--- config.mk ---
export PLATFORM = sky130hd
export DESIGN_NAME = ram_seq_ctrl_flat
export DESIGN_NICKNAME = d
export VERILOG_FILES = /design/src/rtl/ram_seq_if.sv /design/src/rtl/ram_seq_ctrl.sv /design/src/flat_wrapper.sv
export SDC_FILE = /design/constraint.sdc
export NUM_CORES = 1
export LEC_CHECK = 0
export CORE_ASPECT_RATIO = 1.1
export CORE_MARGIN = 2
export CORE_UTILIZATION = 46
export CTS_CLUSTER_DIAMETER = 50
export CTS_CLUSTER_SIZE = 14
export DETAILED_ROUTE_END_ITERATION = 12
export PLACE_DENSITY = 0.81
export SETUP_SLACK_MARGIN = 0.15
export SKIP_CTS_REPAIR_TIMING = 1
export SYNTH_ARGS = -nofsm -noshare
export SYNTH_HDL_FRONTEND = slang
export SYNTH_SLANG_ARGS = --single-unit
--- constraint.sdc ---
create_clock -name clk -period 3.14 [get_ports clk]
set_input_delay 0.628 -clock clk [delete_from_list [all_inputs] [get_ports clk]]
set_output_delay 0.628 -clock clk [all_outputs]
set_load 0.05 [all_outputs]
--- src/rtl/ram_seq_if.sv ---
// Signal bundle between the GPU command decoder, the RAM sequencer and the frame/sprite RAM.
// The controller takes the slave view; the decoder/RAM side takes the master view.
interface ram_seq_if #(
    parameter int CMD_W  = 5,
    parameter int ADDR_W = 16,
    parameter int DATA_W = 16
);
    logic              cmd_valid;
    logic              cmd_ready;
    logic [CMD_W-1:0]  command;
    logic [ADDR_W-1:0] cmd_addr;
    logic [ADDR_W-1:0] cmd_len;
    logic              wr_valid;
    logic              wr_ready;
    logic [DATA_W-1:0] wr_data;
    logic [ADDR_W-1:0] ram_addr;
    logic [DATA_W-1:0] ram_wdata;
    logic              ram_we;
    logic              ram_re;
    logic [DATA_W-1:0] ram_rdata;
    logic              rd_valid;
    logic [DATA_W-1:0] rd_data;
    logic              busy;
    logic              done;
    logic              err;

    modport slave (
        input  cmd_valid, command, cmd_addr, cmd_len, wr_valid, wr_data, ram_rdata,
        output cmd_ready, wr_ready, ram_addr, ram_wdata, ram_we, ram_re,
               rd_valid, rd_data, busy, done, err
    );

    modport master (
        output cmd_valid, command, cmd_addr, cmd_len, wr_valid, wr_data, ram_rdata,
        input  cmd_ready, wr_ready, ram_addr, ram_wdata, ram_we, ram_re,
               rd_valid, rd_data, busy, done, err
    );
endinterface

--- src/rtl/ram_seq_ctrl.sv ---
// Single-port RAM sequencer: one opcode per handshake, runs burst write, burst read
// with fixed-latency return, or a full clear, and owns every RAM address/enable/data pin.
module ram_seq_ctrl #(
    parameter int                 CMD_W     = 5,
    parameter int                 ADDR_W    = 16,
    parameter int                 DATA_W    = 16,
    parameter int unsigned        DEPTH     = 65536,
    parameter int                 RD_LAT    = 1,
    parameter logic [DATA_W-1:0]  CLR_VAL   = '0,
    parameter logic [CMD_W-1:0]   OPC_WRITE = 5'b10010,
    parameter logic [CMD_W-1:0]   OPC_READ  = 5'b01010,
    parameter logic [CMD_W-1:0]   OPC_CLR_A = 5'b11000,
    parameter logic [CMD_W-1:0]   OPC_CLR_B = 5'b11010
) (
    input  logic     clk,
    input  logic     rst,
    ram_seq_if.slave bus
);
    typedef enum logic [2:0] {IDLE, WRITE, READ, CLEAR, DRAIN} state_t;

    state_t            state_q, state_d;
    logic [ADDR_W-1:0] addr_q, addr_d;
    logic [ADDR_W-1:0] cnt_q, cnt_d;
    logic [ADDR_W-1:0] ram_addr_q, ram_addr_d;
    logic [DATA_W-1:0] ram_wdata_q, ram_wdata_d;
    logic              ram_we_q, ram_we_d;
    logic              ram_re_q, ram_re_d;
    logic              done_q, done_d;
    logic              err_q, err_d;
    logic              cmd_ready_q, busy_q;
    logic [RD_LAT-1:0] vld_q, vld_nxt;
    logic              accept;
    logic              rd_valid;

    assign accept   = bus.cmd_valid && cmd_ready_q;
    assign rd_valid = vld_q[RD_LAT-1];

    always_comb begin
        state_d     = state_q;
        addr_d      = addr_q;
        cnt_d       = cnt_q;
        ram_addr_d  = ram_addr_q;
        ram_wdata_d = ram_wdata_q;
        ram_we_d    = 1'b0;
        ram_re_d    = 1'b0;
        done_d      = 1'b0;
        err_d       = 1'b0;
        // Issued-read tracker: one bit per outstanding RAM read latency stage.
        vld_nxt     = '0;
        vld_nxt[0]  = ram_re_q;
        for (int i = 1; i < RD_LAT; i++) vld_nxt[i] = vld_q[i-1];

        unique case (state_q)
            IDLE: begin
                if (accept) begin
                    addr_d = bus.cmd_addr;
                    cnt_d  = bus.cmd_len;
                    if (bus.command == OPC_WRITE) begin
                        state_d = WRITE;
                    end else if (bus.command == OPC_READ) begin
                        state_d = READ;
                    end else if (bus.command == OPC_CLR_A || bus.command == OPC_CLR_B) begin
                        state_d = CLEAR;
                        addr_d  = '0;
                        cnt_d   = ADDR_W'(DEPTH - 1);
                    end else begin
                        err_d = 1'b1;
                    end
                end
            end
            WRITE: begin
                if (bus.wr_valid) begin
                    ram_we_d    = 1'b1;
                    ram_addr_d  = addr_q;
                    ram_wdata_d = bus.wr_data;
                    addr_d      = addr_q + ADDR_W'(1);
                    cnt_d       = cnt_q - ADDR_W'(1);
                    if (cnt_q == '0) begin
                        done_d  = 1'b1;
                        state_d = IDLE;
                    end
                end
            end
            READ: begin
                ram_re_d   = 1'b1;
                ram_addr_d = addr_q;
                addr_d     = addr_q + ADDR_W'(1);
                cnt_d      = cnt_q - ADDR_W'(1);
                if (cnt_q == '0) state_d = DRAIN;
            end
            CLEAR: begin
                ram_we_d    = 1'b1;
                ram_addr_d  = addr_q;
                ram_wdata_d = CLR_VAL;
                addr_d      = addr_q + ADDR_W'(1);
                cnt_d       = cnt_q - ADDR_W'(1);
                if (cnt_q == '0) begin
                    done_d  = 1'b1;
                    state_d = IDLE;
                end
            end
            DRAIN: begin
                // Finish once the final return word is leaving the pipe this cycle.
                if (vld_nxt == '0) begin
                    done_d  = 1'b1;
                    state_d = IDLE;
                end
            end
            default: state_d = IDLE;
        endcase
    end

    always_ff @(posedge clk or posedge rst) begin
        if (rst) begin
            state_q     <= IDLE;
            addr_q      <= '0;
            cnt_q       <= '0;
            ram_addr_q  <= '0;
            ram_wdata_q <= '0;
            ram_we_q    <= 1'b0;
            ram_re_q    <= 1'b0;
            done_q      <= 1'b0;
            err_q       <= 1'b0;
            cmd_ready_q <= 1'b0;
            busy_q      <= 1'b0;
            vld_q       <= '0;
        end else begin
            state_q     <= state_d;
            addr_q      <= addr_d;
            cnt_q       <= cnt_d;
            ram_addr_q  <= ram_addr_d;
            ram_wdata_q <= ram_wdata_d;
            ram_we_q    <= ram_we_d;
            ram_re_q    <= ram_re_d;
            done_q      <= done_d;
            err_q       <= err_d;
            cmd_ready_q <= (state_d == IDLE);
            busy_q      <= (state_d != IDLE);
            vld_q       <= vld_nxt;
        end
    end

    assign bus.cmd_ready = cmd_ready_q;
    assign bus.busy      = busy_q;
    assign bus.wr_ready  = (state_q == WRITE);
    assign bus.ram_addr  = ram_addr_q;
    assign bus.ram_wdata = ram_wdata_q;
    assign bus.ram_we    = ram_we_q;
    assign bus.ram_re    = ram_re_q;
    assign bus.rd_valid  = rd_valid;
    assign bus.rd_data   = rd_valid ? bus.ram_rdata : '0;
    assign bus.done      = done_q;
    assign bus.err       = err_q;
endmodule
--- src/flat_wrapper.sv ---
// flat-port wrapper written by rule: the top's interface ports become plain ports
module ram_seq_ctrl_flat 
#(
    parameter int                 CMD_W     = 5,
    parameter int                 ADDR_W    = 16,
    parameter int                 DATA_W    = 16,
    parameter int unsigned        DEPTH     = 65536,
    parameter int                 RD_LAT    = 1,
    parameter logic [DATA_W-1:0]  CLR_VAL   = '0,
    parameter logic [CMD_W-1:0]   OPC_WRITE = 5'b10010,
    parameter logic [CMD_W-1:0]   OPC_READ  = 5'b01010,
    parameter logic [CMD_W-1:0]   OPC_CLR_A = 5'b11000,
    parameter logic [CMD_W-1:0]   OPC_CLR_B = 5'b11010
)
  (clk, rst, bus_cmd_valid, bus_command, bus_cmd_addr, bus_cmd_len, bus_wr_valid, bus_wr_data, bus_ram_rdata, bus_cmd_ready, bus_wr_ready, bus_ram_addr, bus_ram_wdata, bus_ram_we, bus_ram_re, bus_rd_valid, bus_rd_data, bus_busy, bus_done, bus_err);
  ram_seq_if #(.CMD_W(CMD_W), .ADDR_W(ADDR_W), .DATA_W(DATA_W)) bus_i ();
  input  logic clk;
  input  logic rst;
  input wire logic [$bits(bus_i.cmd_valid)-1:0] bus_cmd_valid;
  input wire logic [$bits(bus_i.command)-1:0] bus_command;
  input wire logic [$bits(bus_i.cmd_addr)-1:0] bus_cmd_addr;
  input wire logic [$bits(bus_i.cmd_len)-1:0] bus_cmd_len;
  input wire logic [$bits(bus_i.wr_valid)-1:0] bus_wr_valid;
  input wire logic [$bits(bus_i.wr_data)-1:0] bus_wr_data;
  input wire logic [$bits(bus_i.ram_rdata)-1:0] bus_ram_rdata;
  output wire logic [$bits(bus_i.cmd_ready)-1:0] bus_cmd_ready;
  output wire logic [$bits(bus_i.wr_ready)-1:0] bus_wr_ready;
  output wire logic [$bits(bus_i.ram_addr)-1:0] bus_ram_addr;
  output wire logic [$bits(bus_i.ram_wdata)-1:0] bus_ram_wdata;
  output wire logic [$bits(bus_i.ram_we)-1:0] bus_ram_we;
  output wire logic [$bits(bus_i.ram_re)-1:0] bus_ram_re;
  output wire logic [$bits(bus_i.rd_valid)-1:0] bus_rd_valid;
  output wire logic [$bits(bus_i.rd_data)-1:0] bus_rd_data;
  output wire logic [$bits(bus_i.busy)-1:0] bus_busy;
  output wire logic [$bits(bus_i.done)-1:0] bus_done;
  output wire logic [$bits(bus_i.err)-1:0] bus_err;
  assign bus_i.cmd_valid = bus_cmd_valid;
  assign bus_i.command = bus_command;
  assign bus_i.cmd_addr = bus_cmd_addr;
  assign bus_i.cmd_len = bus_cmd_len;
  assign bus_i.wr_valid = bus_wr_valid;
  assign bus_i.wr_data = bus_wr_data;
  assign bus_i.ram_rdata = bus_ram_rdata;
  assign bus_cmd_ready = bus_i.cmd_ready;
  assign bus_wr_ready = bus_i.wr_ready;
  assign bus_ram_addr = bus_i.ram_addr;
  assign bus_ram_wdata = bus_i.ram_wdata;
  assign bus_ram_we = bus_i.ram_we;
  assign bus_ram_re = bus_i.ram_re;
  assign bus_rd_valid = bus_i.rd_valid;
  assign bus_rd_data = bus_i.rd_data;
  assign bus_busy = bus_i.busy;
  assign bus_done = bus_i.done;
  assign bus_err = bus_i.err;
  ram_seq_ctrl #(.CMD_W(CMD_W), .ADDR_W(ADDR_W), .DATA_W(DATA_W), .DEPTH(DEPTH), .RD_LAT(RD_LAT), .CLR_VAL(CLR_VAL), .OPC_WRITE(OPC_WRITE), .OPC_READ(OPC_READ), .OPC_CLR_A(OPC_CLR_A), .OPC_CLR_B(OPC_CLR_B)) u_core (.clk(clk), .rst(rst), .bus(bus_i));
endmodule
==> metrics.txt, run 1 <==
Post-synth EDFFs 0; Required @ worst endpoint 2.51 ns; Total Routing Usage GR 23.3%; DRT Wirelength 10300 microns; sequential area share after synthesis 48.9%; area of the multi-input gates 1800 sq um; CP dominant cell by count clkdlybuf4s50_1; initial core utilization 47.6%; Max clock buf depth 2; initial antenna violation count 0; Worst Path Arrival 2.03 ns; final hold viol count 0; WP buf/inv 2; worst r2r src u_core.state_q[1]; VDD IR max 0.562 mV; dominant cells by area after synthesis dfrtp_1 (49%), mux2_2 (4.8%), a21oi_1 (4.6%); total CTS buffers 9; Critical Path Sink Type output port; layout cell share with drive strength beyond 1 10.8%; htree depth 3; crit path max fanout 1; Post-synth ARST share 100%; Avg Synthesized Cell Area 9.97 sq um; relative max-transition margin 38.4%; Hold EP u_core.bus.rd_valid; DR DRC count 0; Netlist cell types 55; Cell Area, Synth 3790 sq um; Slew @ Worst Pin 0.921 ns; Antenna Violating Nets Remaining 0; Startpoint Class input pin; Crit path max-delay family buffers and inverters; CTS tree done; GPL Wtd Cong 0.872; post-synth net total 455; status finished clean; clock-pin slew on the worst setup and hold paths 0.08 ns; commonest cells in the synthesized netlist dfrtp_1 (74), a21oi_1 (35), o21ai_0 (31); first-pass GRT wire length 17000 microns; post-route non-filler standard cell count 615; Std-Cell Rows 34; number of DRC markers in iteration 0 182; Die Y 99.2 microns; vias in the first global route 3490; DR vias 3603; most common cell in the synthesized netlist dfrtp_1; clock skew 0.0123 ns; hold path start u_core.bus.ram_re; Port-buffer cells 128; total die area 8980 sq um; total grt overflow 0; PwrDens 1170 nW/um^2; wire per inst 16.8 microns; Yosys reg bits 74; Syn. warnings 0; Post-Synthesis Cells 380; CTS sink count 74; Fmax 377 MHz; Final min period 2.65 ns; Crit-path slowest cell clkdlybuf4s50_1; dpl cells 599; max_cap viols 0; Worst R2R Setup Slack 0.98 ns; worst-skew pair later-pin latency 0.35 ns; hpwl dp 7440 microns; DRT Pass-1 Iters 5; Synth top area share 48.9%; hold depth 0; leakage dissipation 2.18 nW; Die Width 90.5 microns; pin count of the biggest net entering global routing 50; fillcell total 647; Ports 129; clk root buf clkbuf_8; Slew Viols, Final 0; RSZ-0062 raised after global routing false; FF+latch area 1850 sq um; CORE AREA 7960 sq um; n_diodes 0; critical-path cell list clkdlybuf4s50_1 > and2_1 > clkdlybuf4s50_1; CP Class input pin to output port; Worst Hold Class register to register; final setup fails 0; Area Overhead vs Synth 42.4%; setup_tns 0 ns; routed vias/inst 5.86; cell depth of the worst flop-to-flop path 4; max incr delay on CP 0.80 ns; most frequently used flop master after synthesis dfrtp_1; Tcrit/Tclk final 84.5%; FF-to-FF End u_core.addr_q[12]; Synth area leader dfrtp_1; fin nets 577
flip-flops by register name, summed over array words and instances (netlist names), 3 cells and up:
name,cells
u_core.addr_q,16
u_core.cnt_q,16
u_core.state_q,3
u_core.bus.ram_wdata,16
u_core.bus.ram_addr,16
cells in the final DEF, fill, tap and decap left out, drive strengths merged, types with 3 or more instances in the layout:
master / synthesis / layout
a211oi: 4 / 4
a21oi: 35 / 35
a221oi: 4 / 4
a22o: 20 / 20
a2bb2oi: 4 / 4
and2: 17 / 17
buf: 3 / 11
clkbuf: 25 / 10
clkdlybuf4s50: 0 / 128
dfrtp: 74 / 74
inv: 7 / 9
mux2: 16 / 16
nand2: 19 / 19
nand2b: 6 / 6
nand3: 9 / 9
nand4: 5 / 5
nor2: 18 / 18
nor3: 10 / 10
nor4: 6 / 6
o211ai: 7 / 7
o21a: 3 / 3
o21ai: 32 / 32
o22ai: 5 / 5
o31ai: 4 / 4
o41ai: 4 / 4
or2: 3 / 3
or3: 7 / 7
or4: 5 / 5
or4b: 3 / 3
through the flow:
step	util (%)	setup WS (ns)	hold WS, ns	instance area (sq um)	power (mW)
floorplan	-	0.630	0.464	3790	4.37
global placement	65.2	0.445	0.406	5190	5.45
detailed placement	65.2	0.471	0.415	5190	5.54
CTS	67.8	0.457	0.434	5400	6.34
global route	67.8	0.369	0.452	5400	6.72
finish	67.8	0.487	0.427	5400	6.33
metal layers:
metal / share of wire, % / vias up / global-route usage (%)
met5: 0 / - / 0
met1: 44 / 1721 / 32.1
met2: 47 / 187 / 36.7
met4: 2.4 / 0 / 8.88
li1: - / 1670 / -
met3: 7.2 / 25 / 4.62
kinds of logic after synthesis:
group | synth area share, %
fa+ha+maj | 0.660
flops | 48.9
mux | 5.02
compound gates | 23.9
buf+inv | 3.90
simple gates | 17.6
area by class of cell:
class	count	share of cell area, %
clock buffers	10	2.55
clock inverters	6	1.34
flip-flops and latches	74	34.3
inverters	7	0.487
multi-input cells	271	33.3
repair buffers	139	25.5
well taps	108	2.50
worst max-delay path by stage:
stage                       from           endpoint  slack [ns]  cells past startpoint
4_1_cts        u_core.state_q[2]       bus_wr_ready        0.46                      3
5_1_grt        u_core.state_q[2]       bus_wr_ready        0.37                      3
6_report       bus_ram_rdata[15]    bus_rd_data[15]        0.49                      3
2_1_floorplan                rst   u_core.addr_q[0]        0.63                      1
3_5_place_dp   bus_ram_rdata[15]    bus_rd_data[15]        0.47                      3
3_3_place_gp      bus_command[4]  u_core.addr_q[15]        0.45                      5
where the power goes:
part | internal [mW] | total (mW) | switching (mW)
Clock | 0.397 | 0.778 | 0.381
Sequential | 1.43 | 1.87 | 0.439
Combinational | 1.41 | 3.68 | 2.27
Note: power is estimated with default switching activity, not from simulation.
==> run 2, diff against run 1 <==
--- a/config.mk
+++ b/config.mk
@@ -7,11 +7,11 @@
 export LEC_CHECK = 0
 export CORE_ASPECT_RATIO = 1.1
 export CORE_MARGIN = 2
-export CORE_UTILIZATION = 46
+export CORE_UTILIZATION = 41
 export CTS_CLUSTER_DIAMETER = 50
 export CTS_CLUSTER_SIZE = 14
 export DETAILED_ROUTE_END_ITERATION = 12
-export PLACE_DENSITY = 0.81
+export PLACE_DENSITY = 0.76
 export SETUP_SLACK_MARGIN = 0.15
 export SKIP_CTS_REPAIR_TIMING = 1
 export SYNTH_ARGS = -nofsm -noshare
==> constraint.sdc (replaced) <==
create_clock -name clk -period 2.4 [get_ports clk]
set_input_delay 0.48 -clock clk [delete_from_list [all_inputs] [get_ports clk]]
set_output_delay 0.48 -clock clk [all_outputs]
set_load 0.05 [all_outputs]
==> metrics.txt, run 2 (same netlist as run 1, synthesis figures left out) <==
initial core utilization 42.5% (-5.1 points); combinational share of power 59.3% (+1.1 points); Std-Cell Rows 36 (+5.9%); relative max-transition margin 61.2% (+23 points); Worst Path Arrival 2.43 ns (+0.40 ns); Slew Viols, Final 0 (unchanged); Hold EP u_core.bus.rd_valid; most frequent cells in the layout clkdlybuf4s50_1 (110), dfrtp_1 (74), a21oi_1 (34), o21ai_0 (31), a22o_1 (20); Worst R2R Setup Slack 0.26 ns (-0.72 ns); Sw Ratio 47.9% (-0.96 points); hpwl dp 7150 microns (-3.9%); leading cell type in the layout, fill and taps excluded clkdlybuf4s50_1; critical-path cell list inv_1 > ha_1 > or4b_4 > or3_4 > o31ai_2 > a22o_1; htree depth 3 (unchanged); worst r2r src u_core.cnt_q[0]; FF-to-FF End u_core.cnt_q[12]; max_cap viols 0 (unchanged); RSZ-0062 raised after global routing false; Antenna Violating Nets Remaining 0 (unchanged); Fmax 468 MHz; pin count of the biggest net entering global routing 75 (+50%); sw power 4.08 mW (+32%); clk root buf clkbuf_8; CTS tree done; Worst Hold Class register to register; clock skew 0.0115 ns (-0.000742 ns); final hold viol count 0 (unchanged); PwrDens 1520 nW/um^2 (+30%); crit path max fanout 9 (+8); CP Class register to register; Clk network pwr share 11.9% (-0.4 points); initial antenna violation count 0 (unchanged); fillcell total 740 (+14%); max incr delay on CP 0.56 ns (-0.24 ns); final setup fails 0 (unchanged); Die Width 95.7 microns (+5.7%); Area Overhead vs Synth 47.8%; Tcrit/Tclk final 89.1%; leakage dissipation 2.28 nW (+4.6%); Final min period 2.14 ns; Slew @ Worst Pin 0.581 ns (-0.339 ns); Critical Path Sink Type register; routed vias/inst 5.69 (-2.9%); Ports 129 (unchanged); final worst slack 0.261 ns (-0.225 ns); Die Y 105 microns (+5.7%); WP buf/inv 1 (-1); vias in the first global route 3313 (-5.1%); clock-pin slew on the worst setup and hold paths 0.08 ns (about the same); Port-buffer cells 128 (unchanged); VDD IR max 0.855 mV (+52%); setup_tns 0 ns (unchanged); hold path start u_core.bus.ram_re; hold depth 0 (unchanged); wire per inst 16.4 microns (-2.2%); DRT Pass-1 Iters 4 (-1); CORE AREA 8920 sq um (+12%); cell depth of the worst flop-to-flop path 6 (+2); total die area 10000 sq um (+12%); first-pass GRT wire length 16200 microns (-4.5%); Startpoint Class register; status finished clean; DRT Wirelength 10200 microns (-1.3%); worst-skew pair later-pin latency 0.35 ns (about the same); Internal 4.44 mW (+37%); GPL Wtd Cong 0.855 (-1.9%); DR vias 3533 (-1.9%); Required @ worst endpoint 2.69 ns (+0.18 ns); total CTS buffers 9 (unchanged); Max clock buf depth 2 (unchanged); fin nets 577 (unchanged); sequential power share 28.8% (-0.7 points); CTS sink count 74 (unchanged); DR DRC count 0 (unchanged); Final Power 8.52 mW (+35%); total grt overflow 0 (unchanged); number of DRC markers in iteration 0 206 (+13%); Total Routing Usage GR 20.4% (-2.9 points); Crit path max-delay family simple AND/OR/NAND/NOR gates; Crit-path slowest cell or4b_4; layout cell share with drive strength beyond 1 14.6% (+3.7 points); n_diodes 0 (unchanged); Place WS -0.0960 ns (-0.567 ns)
==> run 2: how the worst max path moves through the flow <==
stage                              startpoint  slack (ns)  cells after the start                 endpoint
final                         u_core.cnt_q[0]        0.26                      6         u_core.cnt_q[12]
after floorplan             u_core.state_q[2]        0.33                      7  u_core.bus.ram_wdata[0]
after global placement         bus_command[4]       -0.04                      6        u_core.addr_q[12]
after global routing          u_core.cnt_q[0]        0.17                      6         u_core.cnt_q[12]
after detailed placement       bus_command[4]        -0.1                      6        u_core.addr_q[12]
after CTS                 u_core.bus.rd_valid        0.13                      1             bus_rd_valid
==> run 2: area by class of cell <==
class	instances	area, sq um	area share [%]
repair buffers	139	1560	27.9
multi-input cells	271	1800	32.2
clock buffers	10	138	2.46
well taps	114	143	2.55
clock inverters	6	72.6	1.30
flip-flops and latches	74	1850	33.1
inverters	7	30.0	0.536
==> run 2: worst register-to-register path, stage by stage (launching register included) <==
cell,delay [ns]
dfrtp_1,0.40
inv_1,0.10
ha_1,0.21
or4b_4,0.56
or3_4,0.42
o31ai_2,0.22
a22o_1,0.16
==> run 2: layer usage <==
layer	global-route usage, %	up-vias	wire [microns]
li1	-	1674	-
met2	31.6	181	4860
met5	0	-	0
met3	3.97	13	892
met4	8.06	0	146
met1	27.8	1665	4280
==> run 2: power groups by stage <==
stage	Combinational [mW]	Sequential [mW]	Clock (mW)
2_1_floorplan	2.33	3.39	0
3_3_place_gp	4.94	2.42	0
3_5_place_dp	5.05	2.46	0
4_1_cts	5.07	2.44	1.04
5_1_grt	5.43	2.54	1.10
6_report	5.06	2.45	1.02
==> run 2: stage by stage <==
| stage | instances | cell area (sq um) | hold WS [ns] | util [%] |
|---|---|---|---|---|
| 5_1_grt | 621 | 5600 | 0.461 | 62.8 |
| 2_1_floorplan | 380 | 3790 | 0.464 | - |
| 4_1_cts | 621 | 5590 | 0.435 | 62.7 |
| 3_5_place_dp | 605 | 5380 | 0.417 | 60.4 |
| 3_3_place_gp | 605 | 5380 | 0.411 | 60.4 |
| 6_report | 621 | 5600 | 0.428 | 62.8 |
==> RTL edit 1 (flow settings as in run 2) <==
`ADDR_W` is set to 16 in 3 places; all go to 17.
--- a/src/rtl/ram_seq_if.sv
+++ b/src/rtl/ram_seq_if.sv
@@ -2,7 +2,7 @@
 // The controller takes the slave view; the decoder/RAM side takes the master view.
 interface ram_seq_if #(
     parameter int CMD_W  = 5,
-    parameter int ADDR_W = 16,
+    parameter int ADDR_W = 17,
     parameter int DATA_W = 16
 );
     logic              cmd_valid;
--- a/src/rtl/ram_seq_ctrl.sv
+++ b/src/rtl/ram_seq_ctrl.sv
@@ -2,7 +2,7 @@
 // with fixed-latency return, or a full clear, and owns every RAM address/enable/data pin.
 module ram_seq_ctrl #(
     parameter int                 CMD_W     = 5,
-    parameter int                 ADDR_W    = 16,
+    parameter int                 ADDR_W    = 17,
     parameter int                 DATA_W    = 16,
     parameter int unsigned        DEPTH     = 65536,
     parameter int                 RD_LAT    = 1,
--- a/src/flat_wrapper.sv
+++ b/src/flat_wrapper.sv
@@ -2,7 +2,7 @@
 module ram_seq_ctrl_flat 
 #(
     parameter int                 CMD_W     = 5,
-    parameter int                 ADDR_W    = 16,
+    parameter int                 ADDR_W    = 17,
     parameter int                 DATA_W    = 16,
     parameter int unsigned        DEPTH     = 65536,
     parameter int                 RD_LAT    = 1,
Interface: changed (resized bus_cmd_addr, bus_cmd_len and bus_ram_addr); port bits go from 129 to 132. The function was not compared with the original's and may differ.
==> RTL edit 1 against run 2 <==
  * Wire length up 8.7%
  * Combinational power down 6.7%
  * Sequential cell count up 3
  * Critical path depth down 5
  * Area after synthesis up 2.6%
  * Maximum frequency up 2.6%
  * Power down 3.8%
  * Design area up 2.1%
  * Worst setup slack better by 0.055 ns
  * Largest cell class unchanged
  * Highest routed layer unchanged
==> RTL edit 1: results <==
{
  "status": "finished, final reports clean",
  "grt_pass1_vias": 3607,
  "hold_slack_ns": 0.4587,
  "fin_skew_ns": 0.007023,
  "p_leak_nw": 2.277,
  "synth_area_leaders": "dfrtp_1, mux2_2, a21oi_1",
  "worstPathArrival_ns": 1.60,
  "crit_family": "buffers and inverters",
  "rr_endpoint": "u_core.addr_q[9]$_DFFE_PP0P_",
  "multi_input_area_share_pct": 32.24,
  "max_freq_mhz": 479.9,
  "dpl.hpwl_um": 8193,
  "drt_iter0_drc": 252,
  "layout-drive-gt1-share_pct": 14.47,
  "peakVddDrop_uv": 608.8,
  "postRouteWirelength_um": 11060,
  "regArea_mm2": 0.001927,
  "grt_max_degree": 48,
  "r2r_start": "u_core.state_q[1]$_DFF_PP0_",
  "clock_area_share_pct": 3.307,
  "num-multi-input-gates": 289,
  "grt_pass1_wl_um": 18320,
  "fin_nets": 605,
  "synth_common_cells": "dfrtp_1, a21oi_1, nor2_1, o21ai_0, nand2_1",
  "crit_type": "reg2out",
  "r2r_cells": 5,
  "worst_pin_slew_ns": 0.6228,
  "layoutNonFillerInstCount": 649,
  "portBuffers": 131,
  "seq_area_frac_synth_pct": 49.58,
  "via_per_inst": 5.681,
  "inv_count": 9,
  "syn_area_per_cell_um2": 9.740,
  "period_needed_ns": 2.084,
  "slowest_stage": "clkdlybuf4s50_1",
  "gp_congestion": 0.8406
}
[RTL edit 1: power by group]
group          internal, mW  total, mW  switching, mW  leakage [nW]
registers              1.92       2.53          0.611         0.927
logic                  1.86       4.72           2.86          1.26
clock network         0.402      0.950          0.547        0.0947
[RTL edit 1: worst max path at each step]
stage | startpoint | endpoint | slack [ns] | depth (start not counted)
2_1_floorplan | u_core.state_q[0]$_DFF_PP0_ | u_core.bus.ram_wdata[0]$_DFFE_PP0P_ | 0.39 | 6
3_3_place_gp | bus_command[0] | u_core.addr_q[6]$_DFFE_PP0P_ | 0.23 | 5
3_5_place_dp | bus_command[4] | u_core.addr_q[6]$_DFFE_PP0P_ | 0.20 | 5
4_1_cts | u_core.bus.rd_valid$_DFF_PP0_ | bus_rd_valid | 0.11 | 1
5_1_grt | u_core.state_q[1]$_DFF_PP0_ | u_core.addr_q[9]$_DFFE_PP0P_ | 0.14 | 5
6_report | u_core.bus.ram_re$_DFF_PP0_ | bus_ram_re | 0.32 | 1
[RTL edit 1: cell families after synthesis]
logic type / Yosys count / synth area share [%]
adders and majority gates: 3 / 0.9660
DFF: 77 / 49.58
muxes: 17 / 4.926
buffers and inverters: 33 / 3.413
and+or+nand+nor: 142 / 19.90
AOI/OAI and AO/OA: 127 / 21.22
[RTL edit 1: stage by stage]
stage                     total power [mW]  worst slack (ns)
after floorplan                      5.579            0.3879
final                                8.196            0.3162
after global placement               7.128            0.2315
after detailed placement             7.269            0.1964
after CTS                            8.231            0.1137
after global routing                 8.717            0.1439
[RTL edit 1: routing by layer]
layer	GRT usage (%)	vias up	wire length [um]
li1	-	1725	-
met4	7.143	0	223
met1	28.52	1767	4698
met2	37.40	177	5412
met3	4.931	18	725
met5	0	-	0
==> RTL edit 2 (settings of run 2) <==
Without the edit above. Reset style: synchronous (`rst`), changed in one clocked block.
--- a/src/rtl/ram_seq_ctrl.sv
+++ b/src/rtl/ram_seq_ctrl.sv
@@ -110,7 +110,7 @@
         endcase
     end
 
-    always_ff @(posedge clk or posedge rst) begin
+    always_ff @(posedge clk) begin
         if (rst) begin
             state_q     <= IDLE;
             addr_q      <= '0;
Function: differs if rst is asserted again (counterexample within 4 cycles, from zero or initial values and one cycle with rst high); with rst held inactive, the same outputs for 4 cycles.
==> RTL edit 2 against run 2 <==
  * Area after synthesis fell by 5.1%
  * Design area is 4.6% lower
  * Sequential cell count unchanged
  * Wire length is 2.8% higher
  * Worst setup slack improved by 0.10 ns
  * Sequential share of layout area down 5.3 points
  * Cell count grew 12%
  * Largest cell class is now multi-input combinational cells
Power is not compared: it rests on default switching activity, and its combinational part moved more than twofold at a synthesized area within 25%.
==> RTL edit 2: results <==
{
  "postRouteWirelength_um": 10460,
  "p_leak_nw": 1.892,
  "place_area_mm2": 0.005127,
  "met2_length_um": 5122,
  "seq_area_frac_synth_pct": 41.21,
  "r2r_cells": 7,
  "syn_area_per_cell_um2": 7.747,
  "dpl.hpwl_um": 7416,
  "antenna_cells": 0,
  "layout-drive-gt1-share_pct": 10.46,
  "wl_met3_um": 866,
  "status": "finished, final reports clean",
  "grt_pass1_wl_um": 16600,
  "path_max_fanout": 3,
  "synth_common_cells": "dfxtp_1, nand2_1, nor2_1, a21oi_1, clkbuf_1",
  "gp_congestion": 0.8792,
  "fill_cells": 725,
  "cts.htree.levels": 3,
  "portBuffers": 128,
  "drt_iter0_drc": 167,
  "antenna_found_initial": 0,
  "hp-class": "reg2reg",
  "p_clk_mw": 1.03,
  "synth_nets": 539,
  "clockBufferDepth": 2,
  "fin_skew_ns": 0.009556,
  "async_flop_share_pct": 0,
  "grt_max_degree": 36,
  "grt_pass1_vias": 3494,
  "met1_length_um": 4316,
  "slowest_stage": "clkdlybuf4s50_1",
  "hold-path-cell-count": 2,
  "track_usage_pct": 21.46,
  "drt-pass1-iter-count": 5,
  "worstPathArrival_ns": 1.56,
  "via_per_inst": 5.546,
  "wl_per_cell_um": 15.07,
  "clock_latency_ns": 0.36,
  "fin_nets": 653,
  "slew_headroom_pct": 41.13,
  "cp_slowest_stage_delay_ns": 0.84,
  "clock_power_share_pct": 31.4,
  "p_comb_mw": 0.834,
  "crit_family": "buffers and inverters",
  "grtUsageMet2_pct": 36.47,
  "pre_cts_ws_ns": 0.1624,
  "synth.distinct_cells": 56,
  "synth_area_leaders": "dfxtp_1, a21oi_1, nand2_1",
  "maxUsedRoutingLayer": "met4",
  "peakVddDrop_uv": 408.4,
  "synth_flop_cell": "dfxtp_1",
  "numCtsBuffers": 9,
  "place_inst": 678,
  "use_met1_pct": 26.94,
  "use_met3_pct": 5.752
}
RTL edit 2: cell count changes in the layout (fill, tap and decap cells not counted), sizes merged, moves of 5 or more:
| cell | before | now |
|---|---|---|
| dfrtp | 74 | 0 |
| dfxtp | 0 | 74 |
| nand2 | 19 | 60 |
| nor2 | 18 | 58 |
| a22o | 20 | 2 |
| a22oi | 0 | 17 |
| mux2 | 16 | 0 |
| a21oi | 35 | 46 |
| o21ai | 32 | 24 |
| a31oi | 1 | 6 |
| nand3 | 9 | 14 |
| nor3 | 10 | 15 |
RTL edit 2: layout make-up:
type / instances / area, um2 / area share, %
inverter: 5 / 18.77 / 0.3516
timing repair buffer: 142 / 1551 / 29.07
clock buffer: 10 / 137.6 / 2.579
clock inverter: 6 / 72.57 / 1.360
sequential: 74 / 1481 / 27.75
multi-input combinational: 346 / 1937 / 36.29
tap: 111 / 138.9 / 2.602
RTL edit 2: final timing paths:
check                                        from                         endpoint  slack (ns)
hold reg to reg      u_core.cnt_q[6]$_SDFFE_PP0P_     u_core.cnt_q[6]$_SDFFE_PP0P_        0.46
hold / removal       u_core.cnt_q[6]$_SDFFE_PP0P_     u_core.cnt_q[6]$_SDFFE_PP0P_        0.46
setup / recovery  u_core.bus.cmd_ready$_SDFF_PP0_                    bus_cmd_ready        0.36
setup reg to reg     u_core.cnt_q[0]$_SDFFE_PP0P_  u_core.bus.cmd_ready$_SDFF_PP0_        0.45
RTL edit 2: cells by family after synthesis:
kind of cell | Yosys count | synth area share (%)
xor+xnor | 2 | 0.4874
simple gates | 202 | 27.25
fa+ha+maj | 2 | 0.6960
flops | 74 | 41.21
compound gates | 140 | 25.24
buf+inv | 44 | 5.116
